===== config.mk =====
export PLATFORM = sky130hd
export DESIGN_NAME = game_flow_ctrl
export DESIGN_NICKNAME = d
export VERILOG_FILES = /design/src/rtl/game_flow_ctrl.sv
export SDC_FILE = /design/constraint.sdc
export NUM_CORES = 1
export LEC_CHECK = 0
export CORE_ASPECT_RATIO = 1.75
export CORE_MARGIN = 1.5
export CORE_UTILIZATION = 40
export DETAILED_ROUTE_END_ITERATION = 8
export DONT_BUFFER_PORTS = 1
export PLACE_DENSITY_LB_ADDON = 0.15
export SKIP_CTS_REPAIR_TIMING = 1
export SYNTH_ARGS = -nofsm -noshare
export SYNTH_HDL_FRONTEND = slang
export SYNTH_SLANG_ARGS = --single-unit

===== constraint.sdc =====
create_clock -name CLOCK_50 -period 2.7 [get_ports CLOCK_50]
set_clock_uncertainty 0.2 [all_clocks]
set_input_delay 0.54 -clock CLOCK_50 [delete_from_list [all_inputs] [get_ports CLOCK_50]]
set_output_delay 0.54 -clock CLOCK_50 [all_outputs]
set_load 0.005 [all_outputs]

===== src/rtl/game_flow_ctrl.sv =====
// Game sequencer: lives, pill progress, frightened mode, multi-ghost collision
// detection and the sprite / map-writer / ghost-AI enables for each phase of play.
module game_flow_ctrl #(
    parameter int N_GHOSTS     = 2,
    parameter int START_LIVES  = 3,
    parameter int RESUME_DELAY = 250000000,
    parameter int FRIGHT_TIME  = 350000000,
    parameter int TOTAL_PILLS  = 300,
    parameter int X_W          = 6,
    parameter int Y_W          = 5
) (
    input  logic                               CLOCK_50,
    input  logic                               reset_n,
    input  logic                               start,
    input  logic [X_W-1:0]                     pac_x,
    input  logic [Y_W-1:0]                     pac_y,
    input  logic [N_GHOSTS*X_W-1:0]            ghost_x,
    input  logic [N_GHOSTS*Y_W-1:0]            ghost_y,
    input  logic                               pill_eaten,
    input  logic                               power_eaten,
    output logic [2:0]                         state,
    output logic                               sprite_reset,
    output logic                               map_wr_reset,
    output logic                               ghost_enable,
    output logic                               frightened,
    output logic [N_GHOSTS-1:0]                ghost_eaten,
    output logic [2:0]                         lives,
    output logic [$clog2(TOTAL_PILLS+1)-1:0]   pills
);

    localparam int PILL_W = $clog2(TOTAL_PILLS+1);
    localparam int RES_W  = (RESUME_DELAY > 1) ? $clog2(RESUME_DELAY) : 1;
    localparam int FR_W   = (FRIGHT_TIME > 1) ? $clog2(FRIGHT_TIME) : 1;
    localparam logic [RES_W-1:0]  RES_LOAD   = RES_W'(RESUME_DELAY - 1);
    localparam logic [FR_W-1:0]   FR_LOAD    = FR_W'(FRIGHT_TIME - 1);
    localparam logic [PILL_W-1:0] PILL_MAX   = PILL_W'(TOTAL_PILLS);
    localparam logic [2:0]        LIVES_INIT = 3'(START_LIVES);

    typedef enum logic [2:0] {
        ST_INIT   = 3'd0,
        ST_PLAY   = 3'd1,
        ST_RESUME = 3'd2,
        ST_OVER   = 3'd3,
        ST_WIN    = 3'd4
    } state_t;

    state_t              state_q, state_d;
    logic [2:0]          lives_q, lives_d;
    logic [PILL_W-1:0]   pills_q, pills_d;
    logic                fright_q, fright_d;
    logic [FR_W-1:0]     fright_cnt_q, fright_cnt_d;
    logic [RES_W-1:0]    res_cnt_q, res_cnt_d;
    logic [N_GHOSTS-1:0] eaten_q, eaten_d;
    logic                sprite_reset_q, sprite_reset_d;
    logic                map_wr_reset_q, map_wr_reset_d;
    logic                ghost_enable_q, ghost_enable_d;

    logic [N_GHOSTS-1:0] hit_s;
    logic                pill_inc_s;
    logic [PILL_W-1:0]   pills_inc_s;

    // Per-ghost coordinate match against pacman
    always_comb begin
        hit_s = '0;
        for (int i = 0; i < N_GHOSTS; i++) begin
            hit_s[i] = (ghost_x[i*X_W +: X_W] == pac_x) && (ghost_y[i*Y_W +: Y_W] == pac_y);
        end
    end

    // Next-state, counters and phase enables
    always_comb begin
        state_d      = state_q;
        lives_d      = lives_q;
        pills_d      = pills_q;
        fright_d     = fright_q;
        fright_cnt_d = fright_cnt_q;
        res_cnt_d    = res_cnt_q;
        eaten_d      = '0;
        pill_inc_s   = pill_eaten | power_eaten;
        pills_inc_s  = (pills_q < PILL_MAX) ? pills_q + PILL_W'(1) : pills_q;

        // Fright expiry runs independently; PLAY events below may override it.
        if (fright_q) begin
            if (fright_cnt_q == '0) begin
                fright_d = 1'b0;
            end else begin
                fright_cnt_d = fright_cnt_q - FR_W'(1);
            end
        end else begin
            fright_cnt_d = fright_cnt_q;
        end

        case (state_q)
            ST_INIT: begin
                if (start) begin
                    state_d = ST_PLAY;
                end else begin
                    state_d = ST_INIT;
                end
            end
            ST_PLAY: begin
                if (pill_inc_s) begin
                    pills_d = pills_inc_s;
                end else begin
                    pills_d = pills_q;
                end
                if (pill_inc_s && (pills_inc_s == PILL_MAX)) begin
                    state_d = ST_WIN;
                end else if ((|hit_s) && !fright_q) begin
                    if (lives_q > 3'd1) begin
                        lives_d   = lives_q - 3'd1;
                        fright_d  = 1'b0;
                        res_cnt_d = RES_LOAD;
                        state_d   = ST_RESUME;
                    end else begin
                        lives_d = 3'd0;
                        state_d = ST_OVER;
                    end
                end else begin
                    if (fright_q) begin
                        eaten_d = hit_s;
                    end else begin
                        eaten_d = '0;
                    end
                    if (power_eaten) begin
                        fright_d     = 1'b1;
                        fright_cnt_d = FR_LOAD;
                    end else begin
                        fright_d = fright_d;
                    end
                end
            end
            ST_RESUME: begin
                if (res_cnt_q == '0) begin
                    state_d = ST_PLAY;
                end else begin
                    res_cnt_d = res_cnt_q - RES_W'(1);
                end
            end
            ST_OVER: state_d = ST_OVER;
            ST_WIN:  state_d = ST_WIN;
            default: state_d = ST_INIT;
        endcase

        case (state_d)
            ST_INIT:   {sprite_reset_d, map_wr_reset_d, ghost_enable_d} = 3'b110;
            ST_PLAY:   {sprite_reset_d, map_wr_reset_d, ghost_enable_d} = 3'b001;
            ST_RESUME: {sprite_reset_d, map_wr_reset_d, ghost_enable_d} = 3'b100;
            default:   {sprite_reset_d, map_wr_reset_d, ghost_enable_d} = 3'b010;
        endcase
    end

    // State and output registers with synchronous active-low reset
    always_ff @(posedge CLOCK_50) begin
        if (!reset_n) begin
            state_q        <= ST_INIT;
            lives_q        <= LIVES_INIT;
            pills_q        <= '0;
            fright_q       <= 1'b0;
            fright_cnt_q   <= '0;
            res_cnt_q      <= '0;
            eaten_q        <= '0;
            sprite_reset_q <= 1'b1;
            map_wr_reset_q <= 1'b1;
            ghost_enable_q <= 1'b0;
        end else begin
            state_q        <= state_d;
            lives_q        <= lives_d;
            pills_q        <= pills_d;
            fright_q       <= fright_d;
            fright_cnt_q   <= fright_cnt_d;
            res_cnt_q      <= res_cnt_d;
            eaten_q        <= eaten_d;
            sprite_reset_q <= sprite_reset_d;
            map_wr_reset_q <= map_wr_reset_d;
            ghost_enable_q <= ghost_enable_d;
        end
    end

    assign state        = state_q;
    assign lives        = lives_q;
    assign pills        = pills_q;
    assign frightened   = fright_q;
    assign ghost_eaten  = eaten_q;
    assign sprite_reset = sprite_reset_q;
    assign map_wr_reset = map_wr_reset_q;
    assign ghost_enable = ghost_enable_q;

endmodule


==> results.cfg <==
[yosys]
synth.most_common_cell = dfxtp_1
yosysSeqAreaShare_pct = 37.0
yosysWarnings = 0
synth_edf_count = 0
synth_cell_types = 66
ys_top_cells_by_area = dfxtp_1 37%, xor2_1 8.7%, xnor2_1 6.2%
synth_top_cell_by_area = dfxtp_1
netlist_area_mm2 = 0.00422
syn_area_per_cell_um2 = 8.82
ys.flop_type = dfxtp_1
async_reset_ff_share_pct = 0
syn_inst = 479
synth_top_cell_area_share_pct = 37.0
syn-num-nets = 522
ys_ff_latch = 78
yosys-top-cells-count = 78 x dfxtp_1, 58 x nor2_1, 42 x xor2_1

[power_and_ir_drop]
p_switching_mw = 0.726
clkPwrFrac_pct = 43.2
vdd_ir_drop_max_uv = 341
p_int_mw = 2.17
pwr_density_cell_mw_per_mm2 = 549
cellLeakagePower_nw = 2.05
switching_share_pct = 25.1
pwr-share-seq_pct = 42.9
pwr-share-comb_pct = 13.9

[clock_network]
clock_sinks = 78
clkTransAtPathRegs_ps = 60
htreeDepth = 3
root_buffer = clkbuf_16
clock_path_buffers = 2
cts_tree = yes
cts_buffers = 9
clk-insertion-delay-late_ps = 340

[setup_path]
worstPathMaxFanout = 11
r2r_slack_ps = 70
arrival_ps = 2680
worst_path_largest_cell_delay_ps = 400
worstReg2RegEnd = res_cnt_q[1]$_SDFFE_PN0P_
endpoint_kind = flip-flop
slowest_stage = or3_1
path_cells = or3_1 -> or3_1 -> nor4b_4 -> nor3_4 -> buf_4 -> or2_4 -> a311oi_1
cp-start-kind = flip-flop
worst_path_most_repeated_cell = or3_1
reg2reg_from = res_cnt_q[3]$_SDFFE_PN0P_
critical_path_class = flip-flop to flip-flop
cp.required_ps = 2750
r2r_cells = 7

[drt]
postRouteAntennaNets = 0
drc_errors = 0
wl_per_cell_um = 15.1
vias_per_cell = 5.48
wl_mm = 10.1
vias = 3671
drtPass1Iterations = 4
drtIter0Drc = 135

[global_routing]
grt_pass1_vias = 3681
grt_pass1_wl_mm = 16.9
globalRouteOverflowTotal = 0
grt_max_degree = 30
track_usage_pct = 19.3
antenna_found_initial = 0

[final_layout]
fin_cells = 670
nets = 582
syn_to_final_growth_pct = 24.9
drive_above_1_share_pct = 25.6
diodes = 0

[hold_path]
min_from = reset_n
holdPathEnd = lives[0]$_SDFFE_PN1P_
hp-class = primary input to flip-flop
min_delay_path_depth = 1

[sta]
slew_violations = 0
rsz0062_at_grt = true
fmax_mhz = 380
post-route-min-period_ps = 2630
setup_viol = 0
holdWs_ps = 102
slew_headroom_pct = 58.0
fin_crit_sh_pct = 97.6
worstMarginPinSlew_ps = 626
hold_violations = 0

[place]
port_buffers = 0
dpl.hpwl_mm = 7.52
place.gp.congestion = 0.823
dp_cells = 654

[die]
die_x_um = 80.7
start_util_pct = 41.0
io_pins = 59
dieArea_mm2 = 0.0112
die_h_um = 139
num_rows = 49
core_mm2 = 0.0103

[status]
status = finished clean

[run]
drv_cap = 0
-- cell usage in the layout (no fill, tap or decap), types with 3 or more instances in the layout --
master	instances
nor3_1	21
o31a_1	4
o21a_1	3
nand3_1	12
xnor2_2	7
ha_1	4
o21ai_0	6
o211ai_2	3
o211ai_1	4
or4_1	3
nand2_1	20
a21oi_1	38
nor4_2	3
nand2b_1	8
nor3b_1	3
dfxtp_2	5
clkbuf_16	9
clkbuf_8	3
xnor2_1	23
and3_1	4
o21ai_1	11
nand3b_1	4
mux2i_1	3
or3_1	10
a31oi_1	5
dfxtp_1	72
or4_4	4
o31ai_1	3
nor4_1	13
buf_4	65
inv_1	9
xor2_1	42
nand4_1	4
nor2_1	58
-- power by group through the flow --
stage          registers (mW)  logic, mW  clock network, mW
5_1_grt                  1.25      0.446               1.33
4_1_cts                  1.24      0.391               1.28
3_3_place_gp             1.27      0.380                  0
6_report                 1.24      0.403               1.25
3_5_place_dp             1.27      0.390                  0
2_1_floorplan            1.26      0.276                  0
-- metal layers --
metal | wire, um | part of all wire [%] | track usage, %
met1 | 3990 | 39 | 20.9
met2 | 5490 | 54 | 35.3
met3 | 497 | 4.9 | 5.33
met4 | 147 | 1.5 | 5.99
met5 | 0 | 0 | 0
-- critical path, delay by kind of cell, from the launching register on --
family,cells,cell delay (ps)
and+or+nand+nor,5,1560
DFF,1,340
AOI/OAI and AO/OA,1,250
buffers and inverters,1,200
-- state kept, by name, indices dropped and copies added (netlist names) --
name,count
map_wr_reset,1
fright_cnt_q,29
lives,3
ghost_enable,1
res_cnt_q,28
state,3
pills,9
ghost_eaten,2
frightened,1
sprite_reset,1
-- per-stage QoR --
step / power (mW) / utilization, % / worst slack (ps) / TNS, ps / area, um2
3_3_place_gp: 1.65 / 47.0 / -95.4 / -654 / 4840
5_1_grt: 3.02 / 51.2 / -35.3 / -203 / 5280
2_1_floorplan: 1.54 / - / -49.2 / -49.2 / 4270
4_1_cts: 2.91 / 50.0 / -37.0 / -169 / 5150
6_report: 2.90 / 51.2 / 65.8 / 0 / 5280
3_5_place_dp: 1.66 / 47.0 / -130 / -1180 / 4840
-- kinds of logic after synthesis --
logic type                 share of synthesized area [%]
and+or+nand+nor                                     26.4
AOI/OAI and AO/OA                                   15.6
DFF                                                 37.0
xor gates and xnor gates                            14.9
buffers and inverters                               3.41
muxes                                               1.24
adders and majority gates                           1.48
-- worst max path at each step --
stage / start / end / depth (start not counted)
after floorplan: pac_x[0] / res_cnt_q[24]$_SDFFE_PN0P_ / 8
final: res_cnt_q[3]$_SDFFE_PN0P_ / res_cnt_q[1]$_SDFFE_PN0P_ / 7
after CTS: pills[1]$_SDFFE_PN0P_ / res_cnt_q[27]$_SDFFE_PN0P_ / 10
after global placement: pac_x[3] / res_cnt_q[17]$_SDFFE_PN0P_ / 9
after detailed placement: pac_x[0] / res_cnt_q[25]$_SDFFE_PN0P_ / 9
after global routing: pills[1]$_SDFFE_PN0P_ / res_cnt_q[25]$_SDFFE_PN0P_ / 11
-- layout make-up --
| class | instances | area, um2 |
|---|---|---|
| fillers | 1002 | 5020 |
| multi-input cells | 372 | 2670 |
| flip-flops and latches | 78 | 1570 |
| repair buffers | 68 | 531 |
| clock buffers | 12 | 267 |
| well taps | 127 | 159 |
| clock inverters | 3 | 42.5 |
| inverters | 10 | 37.5 |
(Power assumes the default switching activity.)
